===== src/rtl/alu_issue_stage_pkg.sv =====
// Shared ALU op-code and RISC-V opcode constants for the ALU issue stage and the ALU.
package alu_issue_stage_pkg;

  localparam logic [3:0] ALU_ADD     = 4'b0010;
  localparam logic [3:0] ALU_SUB     = 4'b0110;
  localparam logic [3:0] ALU_XOR     = 4'b0011;
  localparam logic [3:0] ALU_SRL     = 4'b0100;
  localparam logic [3:0] ALU_SLL     = 4'b0101;
  localparam logic [3:0] ALU_ILLEGAL = 4'b0000;

  localparam logic [6:0] OP_R      = 7'b0110011;
  localparam logic [6:0] OP_I      = 7'b0010011;
  localparam logic [6:0] OP_LOAD   = 7'b0000011;
  localparam logic [6:0] OP_STORE  = 7'b0100011;
  localparam logic [6:0] OP_BRANCH = 7'b1100011;

  typedef enum logic {EMPTY, FULL} issueStateT;

  // Reference ALU operation; shifts use the low five bits of the second operand.
  function automatic logic [31:0] aluExec(input logic [3:0] ctrl, input logic [31:0] a,
                                          input logic [31:0] b);
    logic [31:0] res;
    res = '0;
    case (ctrl)
      ALU_ADD: res = a + b;
      ALU_SUB: res = a - b;
      ALU_XOR: res = a ^ b;
      ALU_SRL: res = a >> b[4:0];
      ALU_SLL: res = a << b[4:0];
      default: res = '0;
    endcase
    return res;
  endfunction

endpackage


===== src/rtl/alu_issue_stage_decode.sv =====
// Combinational RISC-V decode into ALU op code, operands and request attributes.
module alu_decode
  import alu_issue_stage_pkg::*;
#(
  parameter int XLEN = 32
) (
  input  logic [31:0]     instr,
  input  logic [XLEN-1:0] rs1Data,
  input  logic [XLEN-1:0] rs2Data,
  output logic [3:0]      ctrl,
  output logic [XLEN-1:0] op1,
  output logic [XLEN-1:0] op2,
  output logic            isBranch,
  output logic            illegal
);

  logic [6:0]      opcode;
  logic [2:0]      funct3;
  logic [6:0]      funct7;
  logic [XLEN-1:0] immI;
  logic [XLEN-1:0] immS;
  logic [XLEN-1:0] shamt;
  logic            unusedRsIdx;

  assign opcode      = instr[6:0];
  assign funct3      = instr[14:12];
  assign funct7      = instr[31:25];
  assign immI        = {{(XLEN-12){instr[31]}}, instr[31:20]};
  assign immS        = {{(XLEN-12){instr[31]}}, instr[31:25], instr[11:7]};
  assign shamt       = {{(XLEN-5){1'b0}}, instr[24:20]};
  assign unusedRsIdx = ^instr[19:15];

  // Start from the illegal encoding; each recognised form overrides all fields.
  always_comb begin
    ctrl     = ALU_ILLEGAL;
    op1      = '0;
    op2      = '0;
    isBranch = 1'b0;
    illegal  = 1'b1;
    case (opcode)
      OP_R: begin
        if (funct7 == 7'b0000000 && funct3 inside {3'b000, 3'b100, 3'b101, 3'b001}) begin
          illegal = 1'b0;
          op1     = rs1Data;
          op2     = rs2Data;
          case (funct3)
            3'b000:  ctrl = ALU_ADD;
            3'b100:  ctrl = ALU_XOR;
            3'b101:  ctrl = ALU_SRL;
            default: ctrl = ALU_SLL;
          endcase
        end else if (funct7 == 7'b0100000 && funct3 == 3'b000) begin
          illegal = 1'b0;
          ctrl    = ALU_SUB;
          op1     = rs1Data;
          op2     = rs2Data;
        end
      end
      OP_I: begin
        if (funct3 == 3'b000 || funct3 == 3'b100) begin
          illegal = 1'b0;
          ctrl    = (funct3 == 3'b000) ? ALU_ADD : ALU_XOR;
          op1     = rs1Data;
          op2     = immI;
        end else if ((funct3 == 3'b001 || funct3 == 3'b101) && funct7 == 7'b0000000) begin
          illegal = 1'b0;
          ctrl    = (funct3 == 3'b001) ? ALU_SLL : ALU_SRL;
          op1     = rs1Data;
          op2     = shamt;
        end
      end
      OP_LOAD, OP_STORE: begin
        illegal = 1'b0;
        ctrl    = ALU_ADD;
        op1     = rs1Data;
        op2     = (opcode == OP_LOAD) ? immI : immS;
      end
      OP_BRANCH: begin
        if (funct3 == 3'b000 || funct3 == 3'b001) begin
          illegal  = 1'b0;
          ctrl     = ALU_SUB;
          op1      = rs1Data;
          op2      = rs2Data;
          isBranch = 1'b1;
        end
      end
      default: ;
    endcase
  end

endmodule


===== src/rtl/alu_issue_stage.sv =====
// One-entry registered issue stage between decode and the ALU, valid/ready handshake.
// Optional feature: define ALU_ISSUE_ILLEGAL_CNT_EN to add the illegalCount output.
module alu_issue_stage
  import alu_issue_stage_pkg::*;
#(
  parameter int XLEN = 32
) (
  input  logic            clk,
  input  logic            reset,
  input  logic            inValid,
  output logic            inReady,
  input  logic [31:0]     instr,
  input  logic [XLEN-1:0] rs1Data,
  input  logic [XLEN-1:0] rs2Data,
  input  logic            flush,
  output logic            outValid,
  input  logic            outReady,
  output logic [XLEN-1:0] aluInput1,
  output logic [XLEN-1:0] aluInput2,
  output logic [3:0]      aluControlAlu,
  output logic            isBranch,
`ifdef ALU_ISSUE_ILLEGAL_CNT_EN
  output logic [15:0]     illegalCount,
`endif
  output logic            illegal
);

  issueStateT      state, stateNext;
  logic            accept;
  logic [3:0]      decCtrl;
  logic [XLEN-1:0] decOp1, decOp2;
  logic            decBranch, decIllegal;

  alu_decode #(.XLEN(XLEN)) uDecode (
    .instr    (instr),
    .rs1Data  (rs1Data),
    .rs2Data  (rs2Data),
    .ctrl     (decCtrl),
    .op1      (decOp1),
    .op2      (decOp2),
    .isBranch (decBranch),
    .illegal  (decIllegal)
  );

  assign outValid = (state == FULL);
  assign inReady  = !outValid || outReady;
  assign accept   = inValid && inReady && !flush;

  always_ff @(posedge clk) begin
    if (reset) state <= EMPTY;
    else       state <= stateNext;
  end

  // Flush beats accept; a drain without a new accept empties the stage.
  always_comb begin
    stateNext = state;
    if (flush)                      stateNext = EMPTY;
    else if (accept)                stateNext = FULL;
    else if (state == FULL && outReady) stateNext = EMPTY;
  end

  always_ff @(posedge clk) begin
    if (reset) begin
      aluInput1     <= '0;
      aluInput2     <= '0;
      aluControlAlu <= ALU_ILLEGAL;
      isBranch      <= 1'b0;
      illegal       <= 1'b0;
    end else if (accept) begin
      aluInput1     <= decOp1;
      aluInput2     <= decOp2;
      aluControlAlu <= decCtrl;
      isBranch      <= decBranch;
      illegal       <= decIllegal;
    end
  end

`ifdef ALU_ISSUE_ILLEGAL_CNT_EN
  always_ff @(posedge clk) begin
    if (reset)
      illegalCount <= '0;
    else if (accept && decIllegal && illegalCount != 16'hFFFF)
      illegalCount <= illegalCount + 16'd1;
  end
`endif

endmodule


===== config.mk =====
export PLATFORM = sky130hd
export DESIGN_NAME = alu_issue_stage
export DESIGN_NICKNAME = d
export VERILOG_FILES = /design/src/rtl/alu_issue_stage_pkg.sv /design/src/rtl/alu_issue_stage_decode.sv /design/src/rtl/alu_issue_stage.sv
export SDC_FILE = /design/constraint.sdc
export NUM_CORES = 1
export LEC_CHECK = 0
export BUFFER_PORTS_ARGS = -buffer_cell sky130_fd_sc_hd__buf_4
export CELL_PAD_IN_SITES_DETAIL_PLACEMENT = 1
export CELL_PAD_IN_SITES_GLOBAL_PLACEMENT = 1
export CORE_UTILIZATION = 39
export DETAILED_ROUTE_END_ITERATION = 10
export PLACE_DENSITY = 0.95
export SYNTH_ARGS = -nofsm -noshare
export SYNTH_HDL_FRONTEND = slang
export SYNTH_HIERARCHICAL = 1
export SYNTH_SLANG_ARGS = --single-unit

===== constraint.sdc =====
create_clock -name clk -period 3.3 [get_ports clk]
set_input_delay 0 -clock clk [delete_from_list [all_inputs] [get_ports clk]]
set_output_delay 0 -clock clk [all_outputs]
set_load 0.05 [all_outputs]

==> impl_metrics.toml <==
[critical_path]
cp-start-kind = "primary input"
required_ps = 3500
crit_chain = "buf_4, nand4bb_4, or4b_4, or3_2, a21bo_2, nand2b_1, mux2i_1"
critPathMaxFanout = 33
arrival_ps = 2300
slowest_delay_ps = 860
endpoint_kind = "register"
worstSetupPathType = "primary input to register"
cp_slowest_cell = "or3_2"

[sta]
setup_violations = 0
layout_min_cycle_time_ps = 2097
tns_ps = 0
relSlewSlack = 0.3196
holdWs_ps = 15.29
rsz0062_at_grt = "no"
finalCritPeriodShare = 0.6355
hold_viol = 0
worst_slew_pin_slew_ps = 1021
slew_violations = 0
finalClockSkew_ps = 5.946
fmax_mhz = 476.9

[global_routing]
grt_pass1_wl_mm = 19.40
grt_max_degree = 142
grt_pass1_vias = 4077
grt_remaining_overflow = 0
grt_usage = 0.2120
antenna_found_initial = 0

[routing]
wl_per_cell_um = 15.95
first_iter_violations = 139
detail_route.vias_per_cell = 5.029
drc = 0
via_count = 3837
wirelength_mm = 12.17
firstDrtPassIters = 4
final_antenna_net_count = 0

[synthesis]
synth-edff-count = 0
ys_warn_count = 6
synthesis.area_sq_mm = 0.004353
syn-num-nets = 578
synth_area_leaders = "dfxtp_1 (33%), nand2b_1 (20%), mux2i_1 (16%), a21oi_2 (6.2%), a21o_1 (3.6%)"
synth_seq_cells = 71
syn_avg_cell_area_sq_um = 9.126
post-synth-top-count-cell = "nand2b_1"
synth-seq-area-share = 0.3265
synth_commonest_cells = "nand2b_1 (142), dfxtp_1 (71), mux2i_1 (70)"
yosys.area.top_type_share = 0.3265
synthFlopType = "dfxtp_1"
async_flop_share = 0
yosysTopAreaCell = "dfxtp_1"
ys_types = 37
synthCells = 477

[cells_and_area]
drive_gt1_frac = 0.3628
synthToLayoutAreaGrowth_pct = 31.30
seqCellArea_sq_mm = 0.001421
fin_nets = 722
fill_cells = 1308
antenna_cells = 0
utilization = 0.5272
multi_input_area_sq_mm = 0.002608

[clock_tree]
cts_made_buffers = 9
post_cts_buffers = 0
post_cts_resized = 0
cts_buffer_depth = 2
cts-htree-levels = 3
path_clk_slew_ps = 70
clock_latency_ps = 340
cts_sinks = 71
cts_tree = "built"
cts-root-buf = "clkbuf_8"

[run]
maxCapViolations = 0

[die]
core_region_area_sq_mm = 0.01084
rows = 38
die_x_um = 107.6
initial_utilization = 0.4015
ios = 173
fp.dieH_um = 107.6
dieArea_sq_mm = 0.01159

[place]
hpwl_mm = 8.701
io_buffers = 167
place.gp.congestion = 0.7828

[power_and_ir_drop]
totalPowerFinal_uw = 1805
leakage_uw = 0.002367
peakVddDrop_mv = 0.1502
p_per_area_mw_per_mm2 = 315.8

[min_path]
hp-class = "primary input to register"

[status]
run_status = "completed"
## metal layers
layer | routed length (um) | vias up | GRT usage
met4 | 160 | 0 | 0.05675
met3 | 727 | 13 | 0.05630
met1 | 5141 | 1832 | 0.2432
met5 | 0 | - | 0
li1 | - | 1872 | -
met2 | 6141 | 120 | 0.3846
## through the flow
| stage | setup WS (ps) | area (sq um) | cells |
|---|---|---|---|
| CTS | 1212 | 5715 | 763 |
| global placement | 878.9 | 5510 | 748 |
| global route | 1123 | 5715 | 763 |
| floorplan | 1585 | 4353 | 477 |
| detailed placement | 849.5 | 5510 | 748 |
| finish | 1203 | 5715 | 763 |
## cell families after synthesis
| logic type | synth area share |
|---|---|
| AOI/OAI and AO/OA | 0.1469 |
| buffers and inverters | 0.07732 |
| DFF | 0.3265 |
| muxes | 0.1610 |
| other | 0.0008615 |
| and+or+nand+nor | 0.2874 |
## layout by cell type, fill, tap and decap left out, drive strengths merged
cell / count
a21oi: 40
dfxtp: 71
a221o: 5
o21ai: 2
a21bo: 1
dlygate4sd3: 2
mux2i: 70
nand2: 35
and2: 1
bufinv: 1
nor3b: 1
nor2b: 6
nand4: 2
nor2: 11
or3: 4
nor3: 3
nand2b: 142
a211o: 1
o31a: 1
conb: 1
nor4bb: 1
a21boi: 1
and3: 1
nand4bb: 1
inv: 2
a31o: 1
or4b: 2
buf: 173
clkbuf: 12
nor4: 1
a2111oi: 1
a22o: 6
a21o: 21
## sequential cells by signal, indices dropped and copies added (netlist names)
| register | count |
|---|---|
| aluControlAlu | 4 |
| aluInput1 | 32 |
| aluInput2 | 32 |
| illegal | 1 |
| isBranch | 1 |
| outValid | 1 |
## worst paths after layout
check	from	endpoint	slack [ps]	cells after the start
worst max-delay path	instr[2]	illegal	1200	7
worst min-delay path	rs1Data[28]	aluInput1[28]	20	5
worst min register to register	aluControlAlu[1]	aluControlAlu[1]	480	2
worst max register to register	outValid	aluInput2[8]	1740	4
## final cells by class
| class | count | area share |
|---|---|---|
| clock inverter | 1 | 0.005254 |
| multi-input combinational | 362 | 0.4562 |
| inverter | 2 | 0.001313 |
| clock buffer | 12 | 0.02715 |
| sequential | 71 | 0.2487 |
| tap | 140 | 0.03065 |
| timing repair buffer | 175 | 0.2307 |
## power by group
group	switching (uW)	internal, uW
combinational	109	139
sequential	1.79	859
clock	316	379
total	427	1380
## critical path: cells and delay by family
kind / cells / cell delay, ps
and+or+nand+nor: 4 / 1750
AOI/OAI and AO/OA: 1 / 360
buffers and inverters: 1 / 110
muxes: 1 / 70
## repair_timing
item / CTS / global route
setup endpoints to repair: 0 / 0
endpoints found under the hold margin: 1 / 0
hold buffers: 2 / 0
(Power assumes the default switching activity.)
